<file path="src/rtl/apb_text_writer.sv">
// APB master that turns a byte stream into read-modify-write accesses on a 80x30 text char map.
// Optional colour-map writes are enabled with the APB_TEXT_WRITER_COLOR_EN macro.
module apb_text_writer #(
  parameter int unsigned APB_ADDR_WIDTH = 14,
  parameter int unsigned APB_DATA_WIDTH = 32,
  parameter int unsigned COLS           = 80,
  parameter int unsigned ROWS           = 30,
  parameter int unsigned COL_MAP_BASE   = 600
) (
  input  logic                      clk_i,
  input  logic                      rst_i,
  input  logic                      ch_valid_i,
  input  logic [7:0]                ch_data_i,
  input  logic [7:0]                ch_attr_i,
  output logic                      ch_ready_o,
  output logic [APB_ADDR_WIDTH-1:0] apb_paddr_o,
  output logic [APB_DATA_WIDTH-1:0] apb_pwdata_o,
  output logic                      apb_pwrite_o,
  output logic                      apb_psel_o,
  output logic                      apb_penable_o,
  input  logic [APB_DATA_WIDTH-1:0] apb_prdata_i,
  input  logic                      apb_pready_i,
  input  logic                      apb_pslverr_i,
  output logic [4:0]                cursor_row_o,
  output logic [6:0]                cursor_col_o,
  output logic                      err_o
);

  localparam int unsigned IDX_W     = 12;
  localparam int unsigned WORD_W    = 10;
  localparam int unsigned ROW_W     = 5;
  localparam int unsigned COL_W     = 7;
  localparam int unsigned LANE_W    = 2;
  localparam int unsigned LAST_WORD = ROWS * COLS / 4 - 1;

  typedef enum logic [3:0] {
    ST_IDLE,
    ST_RD_SETUP,
    ST_RD_ACCESS,
    ST_WR_SETUP,
    ST_WR_ACCESS,
    ST_CLR_SETUP,
    ST_CLR_ACCESS,
    ST_CRD_SETUP,
    ST_CRD_ACCESS,
    ST_CWR_SETUP,
    ST_CWR_ACCESS
  } state_e;

  state_e                    state_q, state_d;
  logic [ROW_W-1:0]          row_q, row_d;
  logic [COL_W-1:0]          col_q, col_d;
  logic [7:0]                ch_q, ch_d;
  logic [WORD_W-1:0]         word_q, word_d;
  logic [LANE_W-1:0]         lane_q, lane_d;
  logic [WORD_W-1:0]         cnt_q, cnt_d;
  logic                      err_q, err_d;
  logic                      ready_q, ready_d;
  logic                      psel_q, psel_d;
  logic                      penable_q, penable_d;
  logic                      pwrite_q, pwrite_d;
  logic [APB_ADDR_WIDTH-1:0] paddr_q, paddr_d;
  logic [APB_DATA_WIDTH-1:0] pwdata_q, pwdata_d;

  logic [IDX_W-1:0]          cur_idx;
  logic [ROW_W-1:0]          row_inc;
  logic                      advance;
  logic                      clr_col;

`ifdef APB_TEXT_WRITER_COLOR_EN
  logic [7:0]                attr_q, attr_d;
  logic                      clr_col_q, clr_col_d;
  assign clr_col = clr_col_q;
`else
  logic                      unused_attr;
  assign unused_attr = ^ch_attr_i;
  assign clr_col     = 1'b0;
`endif

  // Word address in the char map, or in the colour map when color is set.
  function automatic logic [APB_ADDR_WIDTH-1:0] word_addr(input logic [WORD_W-1:0] w,
                                                           input logic color);
    if (color) word_addr = APB_ADDR_WIDTH'(COL_MAP_BASE) + APB_ADDR_WIDTH'(w);
    else       word_addr = APB_ADDR_WIDTH'(w);
  endfunction

  function automatic logic [APB_DATA_WIDTH-1:0] put_byte(input logic [APB_DATA_WIDTH-1:0] w,
                                                          input logic [LANE_W-1:0] lane,
                                                          input logic [7:0] b);
    logic [APB_DATA_WIDTH-1:0] r;
    r = w;
    r[{lane, 3'b000} +: 8] = b;
    put_byte = r;
  endfunction

  always_ff @(posedge clk_i) begin
    if (rst_i) begin
      state_q   <= ST_IDLE;
      row_q     <= '0;
      col_q     <= '0;
      ch_q      <= '0;
      word_q    <= '0;
      lane_q    <= '0;
      cnt_q     <= '0;
      err_q     <= 1'b0;
      ready_q   <= 1'b0;
      psel_q    <= 1'b0;
      penable_q <= 1'b0;
      pwrite_q  <= 1'b0;
      paddr_q   <= '0;
      pwdata_q  <= '0;
`ifdef APB_TEXT_WRITER_COLOR_EN
      attr_q    <= '0;
      clr_col_q <= 1'b0;
`endif
    end else begin
      state_q   <= state_d;
      row_q     <= row_d;
      col_q     <= col_d;
      ch_q      <= ch_d;
      word_q    <= word_d;
      lane_q    <= lane_d;
      cnt_q     <= cnt_d;
      err_q     <= err_d;
      ready_q   <= ready_d;
      psel_q    <= psel_d;
      penable_q <= penable_d;
      pwrite_q  <= pwrite_d;
      paddr_q   <= paddr_d;
      pwdata_q  <= pwdata_d;
`ifdef APB_TEXT_WRITER_COLOR_EN
      attr_q    <= attr_d;
      clr_col_q <= clr_col_d;
`endif
    end
  end

  // Next state, cursor and the APB bus values for the coming cycle.
  always_comb begin
    state_d  = state_q;
    row_d    = row_q;
    col_d    = col_q;
    ch_d     = ch_q;
    word_d   = word_q;
    lane_d   = lane_q;
    cnt_d    = cnt_q;
    err_d    = err_q;
    pwrite_d = pwrite_q;
    paddr_d  = paddr_q;
    pwdata_d = pwdata_q;
    advance  = 1'b0;
`ifdef APB_TEXT_WRITER_COLOR_EN
    attr_d    = attr_q;
    clr_col_d = clr_col_q;
`endif
    cur_idx = IDX_W'(row_q) * IDX_W'(COLS) + IDX_W'(col_q);
    row_inc = (row_q == ROW_W'(ROWS - 1)) ? '0 : row_q + ROW_W'(1);

    case (state_q)
      ST_IDLE: begin
        if (ch_valid_i) begin
          ch_d = ch_data_i;
`ifdef APB_TEXT_WRITER_COLOR_EN
          attr_d = ch_attr_i;
`endif
          case (ch_data_i)
            8'h0A: begin
              col_d = '0;
              row_d = row_inc;
            end
            8'h0D: col_d = '0;
            8'h0C: begin
              cnt_d    = '0;
              paddr_d  = '0;
              pwdata_d = '0;
              pwrite_d = 1'b1;
              state_d  = ST_CLR_SETUP;
`ifdef APB_TEXT_WRITER_COLOR_EN
              clr_col_d = 1'b0;
`endif
            end
            default: begin
              word_d   = cur_idx[IDX_W-1:LANE_W];
              lane_d   = cur_idx[LANE_W-1:0];
              paddr_d  = word_addr(cur_idx[IDX_W-1:LANE_W], 1'b0);
              pwrite_d = 1'b0;
              state_d  = ST_RD_SETUP;
            end
          endcase
        end
      end
      ST_RD_SETUP: state_d = ST_RD_ACCESS;
      ST_RD_ACCESS: begin
        if (apb_pready_i) begin
          err_d    = err_q | apb_pslverr_i;
          pwdata_d = put_byte(apb_prdata_i, lane_q, ch_q);
          pwrite_d = 1'b1;
          state_d  = ST_WR_SETUP;
        end
      end
      ST_WR_SETUP: state_d = ST_WR_ACCESS;
      ST_WR_ACCESS: begin
        if (apb_pready_i) begin
          err_d = err_q | apb_pslverr_i;
`ifdef APB_TEXT_WRITER_COLOR_EN
          paddr_d  = word_addr(word_q, 1'b1);
          pwrite_d = 1'b0;
          state_d  = ST_CRD_SETUP;
`else
          advance = 1'b1;
          state_d = ST_IDLE;
`endif
        end
      end
`ifdef APB_TEXT_WRITER_COLOR_EN
      ST_CRD_SETUP: state_d = ST_CRD_ACCESS;
      ST_CRD_ACCESS: begin
        if (apb_pready_i) begin
          err_d    = err_q | apb_pslverr_i;
          pwdata_d = put_byte(apb_prdata_i, lane_q, attr_q);
          pwrite_d = 1'b1;
          state_d  = ST_CWR_SETUP;
        end
      end
      ST_CWR_SETUP: state_d = ST_CWR_ACCESS;
      ST_CWR_ACCESS: begin
        if (apb_pready_i) begin
          err_d   = err_q | apb_pslverr_i;
          advance = 1'b1;
          state_d = ST_IDLE;
        end
      end
`endif
      ST_CLR_SETUP: state_d = ST_CLR_ACCESS;
      ST_CLR_ACCESS: begin
        if (apb_pready_i) begin
          err_d = err_q | apb_pslverr_i;
          if (cnt_q == WORD_W'(LAST_WORD)) begin
`ifdef APB_TEXT_WRITER_COLOR_EN
            if (!clr_col_q) begin
              clr_col_d = 1'b1;
              cnt_d     = '0;
              paddr_d   = word_addr(WORD_W'(0), 1'b1);
              state_d   = ST_CLR_SETUP;
            end else begin
              row_d   = '0;
              col_d   = '0;
              state_d = ST_IDLE;
            end
`else
            row_d   = '0;
            col_d   = '0;
            state_d = ST_IDLE;
`endif
          end else begin
            cnt_d   = cnt_q + WORD_W'(1);
            paddr_d = word_addr(cnt_q + WORD_W'(1), clr_col);
            state_d = ST_CLR_SETUP;
          end
        end
      end
      default: state_d = ST_IDLE;
    endcase

    // Cursor step after a printable byte; no scrolling, bottom-right wraps to 0,0.
    if (advance) begin
      if (col_q == COL_W'(COLS - 1)) begin
        col_d = '0;
        row_d = row_inc;
      end else begin
        col_d = col_q + COL_W'(1);
      end
    end

    ready_d   = (state_d == ST_IDLE);
    psel_d    = (state_d != ST_IDLE);
    penable_d = (state_d == ST_RD_ACCESS) || (state_d == ST_WR_ACCESS) ||
                (state_d == ST_CLR_ACCESS)
`ifdef APB_TEXT_WRITER_COLOR_EN
                || (state_d == ST_CRD_ACCESS) || (state_d == ST_CWR_ACCESS)
`endif
                ;
  end

  assign ch_ready_o    = ready_q;
  assign apb_paddr_o   = paddr_q;
  assign apb_pwdata_o  = pwdata_q;
  assign apb_pwrite_o  = pwrite_q;
  assign apb_psel_o    = psel_q;
  assign apb_penable_o = penable_q;
  assign cursor_row_o  = row_q;
  assign cursor_col_o  = col_q;
  assign err_o         = err_q;

endmodule

</file>
<file path="config.mk">
export PLATFORM = sky130hd
export DESIGN_NAME = apb_text_writer
export DESIGN_NICKNAME = d
export VERILOG_FILES = /design/src/rtl/apb_text_writer.sv
export SDC_FILE = /design/constraint.sdc
export NUM_CORES = 1
export LEC_CHECK = 0
export BUFFER_PORTS_ARGS = -buffer_cell sky130_fd_sc_hd__buf_2
export CAP_MARGIN = 25
export CORE_UTILIZATION = 54
export CTS_BUF_LIST = sky130_fd_sc_hd__clkbuf_16
export DETAILED_ROUTE_END_ITERATION = 6
export GPL_ROUTABILITY_DRIVEN = 0
export PLACE_DENSITY_LB_ADDON = 0.1
export SETUP_SLACK_MARGIN = 0.05
export SLEW_MARGIN = 0
export SYNTH_ARGS = -nofsm -noshare
export SYNTH_HDL_FRONTEND = slang
export SYNTH_SLANG_ARGS = --single-unit
</file>
<file path="constraint.sdc">
create_clock -name clk_i -period 6.3 [get_ports clk_i]
set_input_delay 1.26 -clock clk_i [delete_from_list [all_inputs] [get_ports clk_i]]
set_output_delay 1.26 -clock clk_i [all_outputs]
set_load 0.03 [all_outputs]
</file>
# Word level (Yosys, flattened, before mapping)
# Cells that the tools add are included.
# classes
eq_ne	25
mul	1
shifts	2
n_reduce_logical	19
mux	43
bitwise	2
n_addsub	5
# op_table
cell	count
2-to-1 mux 32 bit	3
one-hot mux 32 bit (2 select lines)	1
one-hot mux 14 bit (2 select lines)	2
2-to-1 mux 14 bit	3
2-to-1 mux 7 bit	6
2-to-1 mux 10 bit	4
2-to-1 mux 5 bit	7
bitwise mux 32 bit	1
variable shift 8 x 7 -> 32 bit (first input constant)	1
variable part select 8 x 7 -> 32 bit	1
one-hot mux 4 bit (7 select lines)	1
== test 8 x 4 -> 1 bit (second input constant)	3
== test 4 x 3 -> 1 bit (second input constant)	5
one-hot mux 10 bit (2 select lines)	1
2-to-1 mux 4 bit	4
AND reduction 5 bit	3
one-hot mux 7 bit (2 select lines)	1
adder 12 x 7 -> 12 bit	1
== test 4 x 2 -> 1 bit (second input constant)	3
!= test 3 bit (second input constant)	4
adder 10 x 1 -> 10 bit (second input constant)	1
== test 10 bit (second input constant)	1
!= test 2 bit (second input constant)	5
one-hot mux 5 bit (2 select lines)	1
24 further kinds	34
# word_totals
out_inout_bits	63
inputBits	53
elab_cells	110
reg_bits	87

# Logic depth before layout (Yosys ltp)
# Gate-level depths: netlist (run 1).
# depth
ltp_word	8
ltp_mapped	9

# Worst setup path after synthesis (run 1)
# Ideal clock, no wire load.
# synth_timing
path_kind	input -> register
start	input ch_data_i[4]
end	register cnt_q[9]
stages	7
arrival_time_ns	2.890
slack_ns	3.283
setup_ns	0.128
cell_sequence	or4b_4 or3b_1 buf_2 o22ai_1 buf_4 mux2i_1 nor2_1
# synth_via
elab_chain_len	3
# synth_lines
item	line_no	text
start: declaration	13	input logic [7:0] ch_data_i,
== test 8 x 4 -> 1 bit	166	case (ch_data_i)
!= test 2 x 1 -> 1 bit (no line)	-	
AND reduction 5 bit (no line)	-	
end signal: assignment	123	cnt_q <= cnt_d;
end: declaration	56	logic [WORD_W-1:0] cnt_q, cnt_d;
# Every way passes these cells.
# A chain may end at the register's enable or synchronous reset.

# Worst setup path in the final report (run 1)
# layout_timing
start	input ch_data_i[4]
end	register ready_q, in the netlist ch_ready_o
# layout_via
elab_chain_len	6
# layout_lines
item	line_no	text
== test 8 x 4 -> 1 bit	166	
OR reduction 2 bit (no line)	-	
one-hot mux 4 bit (2 select lines) (*)	166	
2-to-1 mux 4 bit (*)	161	if (ch_valid_i) begin
one-hot mux 4 bit (7 select lines) (*)	159	case (state_q)
logical NOT 4 bit (*)	275	ready_d = (state_d == ST_IDLE);
end signal: assignment	125	ready_q <= ready_d;
end: declaration	58	logic ready_q, ready_d;
# Mark *: on every way between the ends. The rest lies on a longest branch, timed or not.

==> summary.md, run 1 <==
| Metric | Value |
|---|---|
| Diode count | `0` |
| RSZ-0062 raised after global routing | `false` |
| Vias in the first global route | `4076` |
| GRT Total Usage | `27.1%` |
| Rel. slew slack | `31.3%` |
| # IOs | `116` |
| Synth top area cells | `dfxtp_1 (36%), nand2_1 (6.8%), a21oi_1 (6.8%)` |
| Highest attainable clock frequency | `0.296 GHz` |
| Hold buffer count at cts | `0` |
| Starting Density | `between 50% and 60%` |
| Die Area | `8830 µm²` |
| IR Drop Worst-Case VDD | `0.136 mV` |
| CTS tree | `built` |
| Post-synth cell types | `59` |
| Crit path capture type | `register` |
| Worst hold path type | `reg2reg` |
| Clk buf depth | `2` |
| Layout cell share with drive strength beyond 1 | `about 20%` |
| Largest area contributor in the netlist | `dfxtp_1` |
| Worst Setup Start Kind | `primary input` |
| Worst reg-to-reg path cell count | `9` |
| Area share of the largest cell type after synthesis | `36.4%` |
| Max_cap viols | `0` |
| GRT met2 Usage | `46.6%` |
| GR Overflow Total | `0` |
| Core area | `just over 8000 µm²` |
| FF+latch count, synth | `83` |
| Final Setup Violations | `0` |
| First-pass GRT wire length | `18.9 mm` |
| Main synth FF type | `dfxtp_1` |
| CP Max Fanout | `35` |
| Root Buffer | `clkbuf_16` |
| Leakage | `about 2.2 nW` |
| Row count | `33` |
| Largest net degree at the start of global routing | `85` |
| Cell area after synthesis | `~4600 µm²` |
| GR Util met1 | `33.5%` |
| Post-layout util | `65.6%` |
| Hpwl dp | `about 8 mm` |
| Status | `finished clean` |
| Non-Filler Instances | `782` |
| Cts bufs inserted | `9` |
| Worst-Margin Slew | `1.02 ns` |
| Post-CTS sizing | `0` |
| Iter 0 DRT Violations | `~180` |
| Mean number of vias per cell | `5.65` |
| Die X | `94.0 µm` |
| Remaining routing DRC violations | `0` |
| Worst EP required | `around 6.5 ns` |
| Async S/R FF share, synth | `0%` |
| H-tree depth reported by CTS | `3` |
| Clock Skew | `roughly 0.0075 ns` |
| Dpl cells | `roughly 770` |
| Warnings, synthesis | `0` |
| Post-Syn Area per Cell | `7.78 µm²` |
| Pwr Total | `0.00115 W` |
| Fin. max-slew vios | `0` |
| Cell count after synthesis | `587` |
| WS Path Type | `in2reg` |
| Clk pin slew, worst setup/hold paths | `~0.06 ns` |
| Seq/Total Area, Yosys | `36.4%` |
| Total clock sinks | `between 80 and 90` |
| Initial antenna violation count | `0` |
| CP Data Arrival Time | `3.60 ns` |
| Routed Antenna Nets | `0` |
| GR Layer Usage met3 | `4.45%` |
| Later-pin clock latency in the skew report | `0.33 ns` |
| Drt wl/cell | `14.8 µm` |
| Area grow syn2layout | `18.1%` |
| First-pass DRT Iterations | `5` |
| Worst hold stages | `2` |
| Post-Route WL | `11.5 mm` |
| Postcts setup bufs | `0` |
| Final Cycle Share | `53.6%` |
| Post-route minimum period | `3.37 ns` |
| Final Hold Viols | `0` |
| Die span in y | `94.0 µm` |
| Port Buffers | `around 100` |
| Routed vias | `4422` |
| Number of synthesized flops with an enable pin | `0` |
| GRT busiest layer | `met2` |
| Pwr dens | `214 nW/µm²` |
| Nets | `roughly 750` |
| Total Negative Setup Slacks | `0 ns` |
| Hold slack | `0.447 ns` |
## state kept, by name, summed over array words and instances, names as in the netlist
register       flops
apb_pwrite_o       1
err_o              1
apb_penable_o      1
apb_paddr_o       10
lane_q             2
ch_ready_o         1
cursor_row_o       5
cursor_col_o       7
apb_pwdata_o      32
cnt_q             10
ch_q               8
apb_psel_o         1
state_q            4
## report_power, final
| group | internal (W) | leakage, nW | switching [W] |
|---|---|---|---|
| clock network | 0.000306 | 0.152 | 0.000218 |
| registers | 0.000534 | 0.672 | 0.00000951 |
| logic | 0.0000304 | 1.42 | 0.0000543 |
| total | 0.000871 | 2.25 | 0.000282 |
## cell usage after synthesis (4+ instances only)
cell type and instances:
nand3_1 42, a211oi_1 13, buf_2 7, clkbuf_1 23, a31oi_1 5, dfxtp_1 83
o211ai_1 4, nand2b_1 5, a22o_1 8, ha_1 18, a21oi_1 62, o21ai_0 36
xnor2_1 4, mux2i_1 15, nor2_1 42, nor2b_1 4, inv_1 37, or3b_2 4
nand2_1 83, nor3_1 17, buf_4 6, xor2_1 4, or3_1 4
## final cells by class
cell class              instances  area (µm²)
clock buffers                   9         225
clock inverters                 7        68.8
fillers                       740        2830
inverters                      37         139
multi-input cells             432        2590
flip-flops and latches         83        1660
well taps                     105         131
repair buffers                109         578
## logic make-up (layout without fill, tap and decap cells)
logic type | Yosys count | after routing | synth area share (%)
AO/OA/AOI/OAI | 146 | 146 | 19.0
flip-flops | 83 | 83 | 36.4
other | 1 | 5 | 0.0821
AND/OR/NAND/NOR | 236 | 236 | 25.7
adder cells (fa/ha/maj) | 20 | 20 | 5.81
XOR/XNOR | 9 | 9 | 2.03
multiplexers | 16 | 16 | 3.53
buffers and inverters | 76 | 162 | 7.42
## layer usage
layer  share of wire (%)  routed length (µm)
met2                  49                5600
met1                  44                5080
met4                 2.4                 280
met3                 5.1                 583
met5                   0                   0
## critical path, stage by stage
cell	delay, ns
buf_2	0.11
or4b_4	0.56
or3b_1	0.50
o21ai_4	0.73
nor2_1	0.17
and3b_1	0.24
## metrics by stage
stage | area [µm²] | setup WS [ns]
after detailed placement | 5090 | 2.59
after global routing | 5390 | 2.80
after global placement | 5060 | 2.63
final | 5390 | 2.93
after floorplan | 4580 | 3.28
after CTS | 5390 | 2.94
## final timing paths
kind	from	end	slack [ns]
hold reg to reg	apb_pwdata_o[8]$_SDFFE_PP0P_	apb_pwdata_o[8]$_SDFFE_PP0P_	0.45
setup / recovery	ch_data_i[4]	ch_ready_o$_SDFF_PP0_	2.93
hold / removal	apb_pwdata_o[8]$_SDFFE_PP0P_	apb_pwdata_o[8]$_SDFFE_PP0P_	0.45
setup reg to reg	cursor_row_o[3]$_SDFF_PP0_	apb_paddr_o[8]$_SDFFE_PP0P_	3.54
## placed cells by master, fill, tap and decap left out, types with 4 or more instances in the layout
| cell type | Yosys | final |
|---|---|---|
| buf_2 | 7 | 104 |
| nand2_1 | 83 | 83 |
| dfxtp_1 | 83 | 83 |
| a21oi_1 | 62 | 62 |
| nor2_1 | 42 | 42 |
| nand3_1 | 42 | 42 |
| inv_1 | 37 | 39 |
| o21ai_0 | 36 | 36 |
| ha_1 | 18 | 18 |
| nor3_1 | 17 | 17 |
| mux2i_1 | 15 | 15 |
| a211oi_1 | 13 | 13 |
| clkbuf_16 | 0 | 9 |
| a22o_1 | 8 | 8 |
| a31oi_1 | 5 | 5 |
| nand2b_1 | 5 | 5 |
| conb_1 | 1 | 5 |
| or3b_2 | 4 | 4 |
| nor2b_1 | 4 | 4 |
| o211ai_1 | 4 | 4 |
| or3_1 | 4 | 4 |
| xor2_1 | 4 | 4 |
| xnor2_1 | 4 | 4 |
| buf_4 | 6 | 4 |
(Power assumes the default switching activity.)
==> inputs of run 2 (changes only) <==
--- a/config.mk
+++ b/config.mk
@@ -5,6 +5,7 @@
 export SDC_FILE = /design/constraint.sdc
 export NUM_CORES = 1
 export LEC_CHECK = 0
+export ABC_AREA = 1
 export BUFFER_PORTS_ARGS = -buffer_cell sky130_fd_sc_hd__buf_2
 export CAP_MARGIN = 25
 export CORE_UTILIZATION = 54
==> constraint.sdc (replaced) <==
create_clock -name clk_i -period 3.5 [get_ports clk_i]
set_input_delay 0.7 -clock clk_i [delete_from_list [all_inputs] [get_ports clk_i]]
set_output_delay 0.7 -clock clk_i [all_outputs]
set_load 0.03 [all_outputs]
==> summary.md, run 2 <==
| Metric | Value |
|---|---|
| Status | `finished clean (unchanged)` |
| Multi-input logic area | `2530 µm² (was 2590 µm²)` |
| Leakage | `2.70 nW (was 2.25 nW)` |
| Cts bufs inserted | `9 (unchanged)` |
| Met3 Wirelength | `718 µm (was 583 µm)` |
| Iter 0 DRT Violations | `273 (was 184)` |
| Commonest non-fill, non-tap cell in the layout | `nand2_1 (was buf_2)` |
| WL met1 | `5.34 mm (was 5.08 mm)` |
| Routed vias | `4915 (was 4422)` |
| # IOs | `116 (unchanged)` |
| Number of synthesized flops with an enable pin | `0 (unchanged)` |
| RSZ-0062 raised after global routing | `false (unchanged)` |
| Fin. max-slew vios | `0 (unchanged)` |
| Post-DP Area | `5220 µm² (was 5090 µm²)` |
| Flop2flop setup slack | `1.09 ns (was 3.54 ns)` |
| Starting Density | `56.6% (was 55.6%)` |
| Final Hold Viols | `0 (unchanged)` |
| Area share of the largest cell type after synthesis | `35.2% (was 36.4%)` |
| Synth top area cells | `dfxtp_1 (35%), nand2_1 (11%), nand3_1 (8.0%) (was dfxtp_1 (36%), nand2_1 (6.8%), a21oi_1 (6.8%))` |
| Total clock sinks | `83 (unchanged)` |
| Post-Syn Area per Cell | `6.77 µm² (was 7.78 µm²)` |
| Die X | `95.5 µm (was 94.0 µm)` |
| Die span in y | `95.5 µm (was 94.0 µm)` |
| Main synth FF type | `dfxtp_1 (unchanged)` |
| Die Area | `9120 µm² (was 8830 µm²)` |
| CP Max Fanout | `8 (was 35)` |
| H-tree depth reported by CTS | `3 (unchanged)` |
| Pwr dens | `388 nW/µm² (was 214 nW/µm²)` |
| Crit path capture type | `register (unchanged)` |
| Metal2 WL | `5.87 mm (was 5.60 mm)` |
| Finished Cell Area | `5500 µm² (was 5390 µm²)` |
| Most frequent cells in the layout | `nand2_1 (132), buf_2 (103), inv_1 (85), dfxtp_1 (83), nor2_1 (77) (was buf_2 (104), nand2_1 (83), dfxtp_1 (83), a21oi_1 (62))` |
| CTS tree | `built (unchanged)` |
| Largest area contributor in the netlist | `dfxtp_1 (unchanged)` |
| GRT Total Usage | `27.4% (was 27.1%)` |
| Count leader, synth | `nand2_1` |
| Initial antenna violation count | `0 (unchanged)` |
| Remaining routing DRC violations | `0 (unchanged)` |
| Post-route minimum period | `2.41 ns` |
| Hpwl dp | `9.15 mm (was 8.07 mm)` |
| Worst hold path type | `reg2reg (unchanged)` |
| FF+latch count, synth | `83 (unchanged)` |
| Post-CTS sizing | `0 (unchanged)` |
| Total Negative Setup Slacks | `0 ns (unchanged)` |
| Hold endpoint | `apb_pwdata_o[20]$_SDFFE_PP0P_ (was apb_pwdata_o[8]$_SDFFE_PP0P_)` |
| First-pass GRT wire length | `19.7 mm (was 18.9 mm)` |
| Critical path launch point | `cursor_row_o[3]$_SDFF_PP0_ (was ch_data_i[4])` |
| GR Overflow Total | `0 (unchanged)` |
| Core area | `8340 µm² (was 8220 µm²)` |
| Drt wl/cell | `13.7 µm (was 14.8 µm)` |
| First-pass DRT Iterations | `5 (unchanged)` |
| Count of filler cells inserted in the layout | `759 (was 740)` |
| Clk pin slew, worst setup/hold paths | `0.06 ns (about the same)` |
| Rel. slew slack | `44.5% (was 31.3%)` |
| Mean number of vias per cell | `5.46 (was 5.65)` |
| Hold buffer count at cts | `0 (unchanged)` |
| Worst reg2reg path startpoint | `cursor_row_o[3]$_SDFF_PP0_ (unchanged)` |
| Later-pin clock latency in the skew report | `0.34 ns (was 0.33 ns)` |
| Warnings, synthesis | `0 (unchanged)` |
| Postcts setup bufs | `0 (unchanged)` |
| Highest attainable clock frequency | `0.415 GHz` |
| Final Setup Violations | `0 (unchanged)` |
| Seq/Total Area, Yosys | `35.2% (was 36.4%)` |
| CP Data Arrival Time | `2.68 ns (was 3.60 ns)` |
| Max reg flops | `32 (unchanged)` |
| Post-synth top cells | `nand2_1 (132), inv_1 (85), dfxtp_1 (83) (was dfxtp_1 (83), nand2_1 (83), a21oi_1 (62))` |
| Worst Setup Start Kind | `register (was primary input)` |
| Async S/R FF share, synth | `0% (unchanged)` |
| Root Buffer | `clkbuf_16 (unchanged)` |
| WS Path Type | `reg2reg (was in2reg)` |
| Cell area after synthesis | `4720 µm² (was 4570 µm²)` |
| Worst hold start | `apb_pwdata_o[20]$_SDFFE_PP0P_ (was apb_pwdata_o[8]$_SDFFE_PP0P_)` |
| Worst hold stages | `2 (unchanged)` |
| Layout cell share with drive strength beyond 1 | `18.0% (was 19.9%)` |
| Post-Route WL | `12.3 mm (was 11.5 mm)` |
| Nets | `863 (was 745)` |
| Clock Skew | `0.0108 ns (was 0.00753 ns)` |
| Worst-Margin Slew | `0.833 ns (was 1.02 ns)` |
| Area grow syn2layout | `16.6% (was 18.1%)` |
| Post-synth cell types | `39 (was 59)` |
| Worst reg-to-reg path cell count | `11 (was 9)` |
| Port Buffers | `103 (unchanged)` |
| Cell count after synthesis | `697 (was 587)` |
| Endpoint of the lowest-slack register-to-register path | `apb_paddr_o[9]$_SDFFE_PP0P_ (was apb_paddr_o[8]$_SDFFE_PP0P_)` |
| Routed Antenna Nets | `0 (unchanged)` |
| Final Cycle Share | `between 60% and 70%` |
| Row count | `33 (unchanged)` |
| Max_cap viols | `0 (unchanged)` |
| Top layer reached by signal wires | `met4 (unchanged)` |
| Largest net degree at the start of global routing | `36 (was 85)` |
| Diode count | `0 (unchanged)` |
| Clk buf depth | `2 (unchanged)` |
| Sequential Area | `1660 µm² (unchanged)` |
| IR Drop Worst-Case VDD | `0.244 mV (was 0.136 mV)` |
| Worst EP required | `3.77 ns (was 6.52 ns)` |
| Vias in the first global route | `4307 (was 4076)` |
-- run 2: cell types whose count changed after synthesis, sizes merged, moves of 15 or more --
cell | before | now
nand3 | 43 | 75
nor3 | 17 | 0
nor2 | 42 | 83
o22ai | 3 | 24
nand2 | 83 | 135
inv | 37 | 93
o21ai | 37 | 59
mux2i | 15 | 0
-- run 2: layer usage --
metal,vias to the layer above,GRT usage [%]
met4,0,12.8
met5,-,0
met1,2220,33.0
met3,34,4.86
li1,2475,-
met2,186,47.1
-- run 2: worst max-delay path, stage by stage, from the launching register on --
cell and delay (ns):
dfxtp_1 0.52, ha_1 0.30, ha_1 0.22, inv_1 0.07, fa_1 0.43, nor2_1 0.15
nand3_1 0.11, nor2_1 0.15, nand2_1 0.07, a21oi_1 0.17, nor2_1 0.07, nor2_1 0.08
-- run 2: cells by family after synthesis --
family	synth area share [%]
xor+xnor	0.742
simple gates	29.0
other cells	0.0795
flops	35.2
fa+ha+maj	5.62
buf+inv	11.4
compound gates	18.0
-- run 2: where the power goes --
group | internal (W) | switching, W | leakage, nW
Clock | 0.000484 | 0.000401 | 0.126
Combinational | 0.0000827 | 0.000164 | 1.90
Sequential | 0.000973 | 0.0000258 | 0.674
-- run 2: worst max path at each step --
stage	cells past startpoint	slack (ns)	to
final	11	1.09	apb_paddr_o[9]$_SDFFE_PP0P_
after global routing	11	0.93	apb_paddr_o[9]$_SDFFE_PP0P_
after CTS	11	1.10	apb_paddr_o[9]$_SDFFE_PP0P_
after detailed placement	8	0.90	apb_pwdata_o[26]$_SDFFE_PP0P_
after global placement	8	0.97	apb_pwdata_o[24]$_SDFFE_PP0P_
after floorplan	11	1.21	apb_paddr_o[9]$_SDFFE_PP0P_
-- run 2: area by class of cell --
type / instances / area share, %
clock buffer: 9 / 4.09
clock inverter: 7 / 0.955
inverter: 95 / 6.53
multi-input combinational: 495 / 46.1
sequential: 83 / 30.2
tap: 105 / 2.39
timing repair buffer: 106 / 9.78
-- run 2: through the flow --
step	instances	utilization [%]	hold slack, ns	total power (W)	worst slack (ns)
2_1_floorplan	701	-	0.465	0.00119	1.21
3_3_place_gp	884	62.6	0.447	0.00126	0.966
3_5_place_dp	884	62.6	0.452	0.00126	0.897
4_1_cts	900	66.0	0.462	0.00214	1.10
5_1_grt	900	66.0	0.483	0.00221	0.930
6_report	900	66.0	0.461	0.00213	1.09
==> inputs of run 3 (changes only) <==
--- a/config.mk
+++ b/config.mk
@@ -8,7 +8,7 @@
 export ABC_AREA = 1
 export BUFFER_PORTS_ARGS = -buffer_cell sky130_fd_sc_hd__buf_2
 export CAP_MARGIN = 25
-export CORE_UTILIZATION = 54
+export CORE_UTILIZATION = 49
 export CTS_BUF_LIST = sky130_fd_sc_hd__clkbuf_16
 export DETAILED_ROUTE_END_ITERATION = 6
 export GPL_ROUTABILITY_DRIVEN = 0
==> constraint.sdc (replaced) <==
create_clock -name clk_i -period 2.2 [get_ports clk_i]
set_input_delay 0.44 -clock clk_i [delete_from_list [all_inputs] [get_ports clk_i]]
set_output_delay 0.44 -clock clk_i [all_outputs]
set_load 0.03 [all_outputs]
==> summary.md, run 3 (synthesis results as in run 2) <==
| Metric | Value |
|---|---|
| Status | `finished clean (unchanged)` |
| Core area | `9280 µm² (was 8340 µm²)` |
| Hpwl dp | `9.51 mm (was 9.15 mm)` |
| Critical-path cell list | `ha_4 -> ha_4 -> inv_2 -> fa_1 -> nor2_2 -> nand2_2 -> buf_4 -> nand3_1 -> nand2_1 -> nor2_1 -> nor2_1 (was ha_1 -> ha_1 -> inv_1 -> fa_1 -> nor2_1 -> nand3_1 -> nor2_1 -> nand2_1 -> a21oi_1 -> nor2_1 -> nor2_1)` |
| Clock Skew | `0.00883 ns (was 0.0108 ns)` |
| Most frequent cells in the layout | `nand2_1 (130), buf_2 (103), inv_1 (84), dfxtp_1 (79) (was nand2_1 (132), buf_2 (103), inv_1 (85), dfxtp_1 (83), nor2_1 (77))` |
| Internal | `0.00247 W (was 0.00154 W)` |
| Nets | `879 (was 863)` |
| Final Hold Viols | `0 (unchanged)` |
| Fin. max-slew vios | `0 (unchanged)` |
| Non-Filler Instances | `940 (was 900)` |
| Later-pin clock latency in the skew report | `0.33 ns (was 0.34 ns)` |
| Clk buf depth | `2 (unchanged)` |
| Vias in the first global route | `4626 (was 4307)` |
| Area grow syn2layout | `21.4% (was 16.6%)` |
| Pwr dens | `599 nW/µm² (was 388 nW/µm²)` |
| Net Sw Power | `0.000965 W (was 0.000592 W)` |
| Count of filler cells inserted in the layout | `920 (was 759)` |
| Starting Density | `50.8% (was 56.6%)` |
| First-pass GRT wire length | `21.2 mm (was 19.7 mm)` |
| Routed vias | `4944 (was 4915)` |
| Drt wl/cell | `13.7 µm (about the same)` |
| Final Cycle Share | `92.0% (was 68.8%)` |
| Routed Antenna Nets | `0 (unchanged)` |
| Post-route minimum period | `2.02 ns (was 2.41 ns)` |
| Clock share of power | `42.0% (was 41.5%)` |
| Dpl cells | `921 (was 884)` |
| WS Path Type | `reg2reg (unchanged)` |
| CTS tree | `built (unchanged)` |
| IR Drop Worst-Case VDD | `0.477 mV (was 0.244 mV)` |
| Max_cap viols | `0 (unchanged)` |
| CP Data Arrival Time | `2.25 ns (was 2.68 ns)` |
| Leakage | `2.79 nW (was 2.70 nW)` |
| Mean number of vias per cell | `5.26 (was 5.46)` |
| Diode count | `0 (unchanged)` |
| First-pass DRT Iterations | `5 (unchanged)` |
| Remaining routing DRC violations | `0 (unchanged)` |
| GRT Total Usage | `26.3% (was 27.4%)` |
| Gate power share | `11.9% (was 11.6%)` |
| Slowest-stage cell, CP | `fa_1 (was dfxtp_1)` |
| Worst Setup Start Kind | `register (unchanged)` |
| Root Buffer | `clkbuf_16 (unchanged)` |
| Worst EP required | `2.43 ns (was 3.77 ns)` |
| Switching fraction of total power | `28.1% (was 27.8%)` |
| RSZ-0062 raised after global routing | `true (was false)` |
| Rel. slew slack | `55.3% (was 44.5%)` |
| Total Negative Setup Slacks | `0 ns (unchanged)` |
| GR Overflow Total | `0 (unchanged)` |
| Slowest stage delay, CP | `0.49 ns (was 0.52 ns)` |
| Clk pin slew, worst setup/hold paths | `0.07 ns (was 0.06 ns)` |
| Highest attainable clock frequency | `0.494 GHz (was 0.415 GHz)` |
| CP Max Fanout | `2 (was 8)` |
| Max reg flops | `32 (unchanged)` |
| Crit path capture type | `register (unchanged)` |
| Row count | `35 (was 33)` |
| Commonest non-fill, non-tap cell in the layout | `nand2_1 (unchanged)` |
| Port Buffers | `103 (unchanged)` |
| Iter 0 DRT Violations | `211 (was 273)` |
| Die Area | `10000 µm² (was 9120 µm²)` |
| H-tree depth reported by CTS | `3 (unchanged)` |
| Seq pwr share | `46.1% (was 46.9%)` |
| Delay-heaviest family, CP | `adder cells (unchanged)` |
| Crit path buf inv count | `2 (was 1)` |
| Initial antenna violation count | `0 (unchanged)` |
| Worst-Margin Slew | `0.667 ns (was 0.833 ns)` |
| # IOs | `116 (unchanged)` |
| Worst hold path type | `in2reg (was reg2reg)` |
| Cts bufs inserted | `9 (unchanged)` |
| Pwr Total | `0.00343 W (was 0.00213 W)` |
| Hold slack | `0.353 ns (was 0.461 ns)` |
| Post-layout util | `61.7% (was 66.0%)` |
| Die span in y | `100 µm (was 95.5 µm)` |
| Total clock sinks | `83 (unchanged)` |
| Largest net degree at the start of global routing | `44 (was 36)` |
| Final Setup Violations | `0 (unchanged)` |
| Post-Route WL | `12.9 mm (was 12.3 mm)` |
| Die X | `100 µm (was 95.5 µm)` |
| Layout cell share with drive strength beyond 1 | `21.6% (was 18.0%)` |
-- run 3: cell count changes in the layout (fill, tap and decap cells not counted), sizes merged --
cell / before / now
clkinvlp: 3 / 2
clkinv: 4 / 3
inv: 95 / 97
buf: 106 / 122
-- run 3: layout make-up --
| type | count | area (µm²) | area share, % |
|---|---|---|---|
| Multi-Input combinational cell | 495 | 2590 | 45.1 |
| Timing Repair Buffer | 122 | 671 | 11.7 |
| Clock inverter | 7 | 57.6 | 1.00 |
| Tap cell | 129 | 161 | 2.82 |
| Inverter | 95 | 359 | 6.27 |
| Clock buffer | 9 | 225 | 3.93 |
| Sequential cell | 83 | 1670 | 29.1 |
-- run 3: worst min-delay path, cell delays in order --
cell and delay [ns]:
buf_2 0.08, a31oi_1 0.07, nor2_1 0.07
-- run 3: per-layer routing --
layer / GRT usage [%] / wire [µm] / part of all wire [%]
met5: 0 / 0 / 0
met4: 8.92 / 278 / 2.2
met3: 4.11 / 830 / 6.4
met2: 48.6 / 6470 / 50
met1: 30.9 / 5340 / 41
-- run 3: metrics by stage --
stage	setup WS [ns]	area, µm²
after floorplan	0.0627	4740
after global placement	0.145	5370
after detailed placement	0.120	5370
after CTS	0.106	5650
after global routing	0.0220	5730
final	0.176	5730
-- run 3: what timing repair did --
item,CTS,global route
endpoints found under the setup margin,0,9
setup buffers,0,3
hold buffers,0,0
gates resized for setup,0,15
-- run 3: power by group through the flow --
stage / Clock [W] / Sequential, W / Combinational, W
4_1_cts: 0.00147 / 0.00158 / 0.000406
3_3_place_gp: 0 / 0.00162 / 0.000397
6_report: 0.00144 / 0.00158 / 0.000408
5_1_grt: 0.00154 / 0.00159 / 0.000454
3_5_place_dp: 0 / 0.00162 / 0.000403
2_1_floorplan: 0 / 0.00164 / 0.000252
-- run 3: worst paths after layout --
path / from / to / slack, ns / cells past startpoint
setup / recovery: cursor_row_o[1]$_SDFF_PP0_ / apb_paddr_o[6]$_SDFFE_PP0P_ / 0.18 / 11
hold / removal: apb_pslverr_i / err_o$_SDFFE_PP0P_ / 0.35 / 3
setup reg to reg: cursor_row_o[1]$_SDFF_PP0_ / apb_paddr_o[6]$_SDFFE_PP0P_ / 0.18 / 11
hold reg to reg: apb_pwdata_o[8]$_SDFFE_PP0P_ / apb_pwdata_o[8]$_SDFFE_PP0P_ / 0.46 / 2
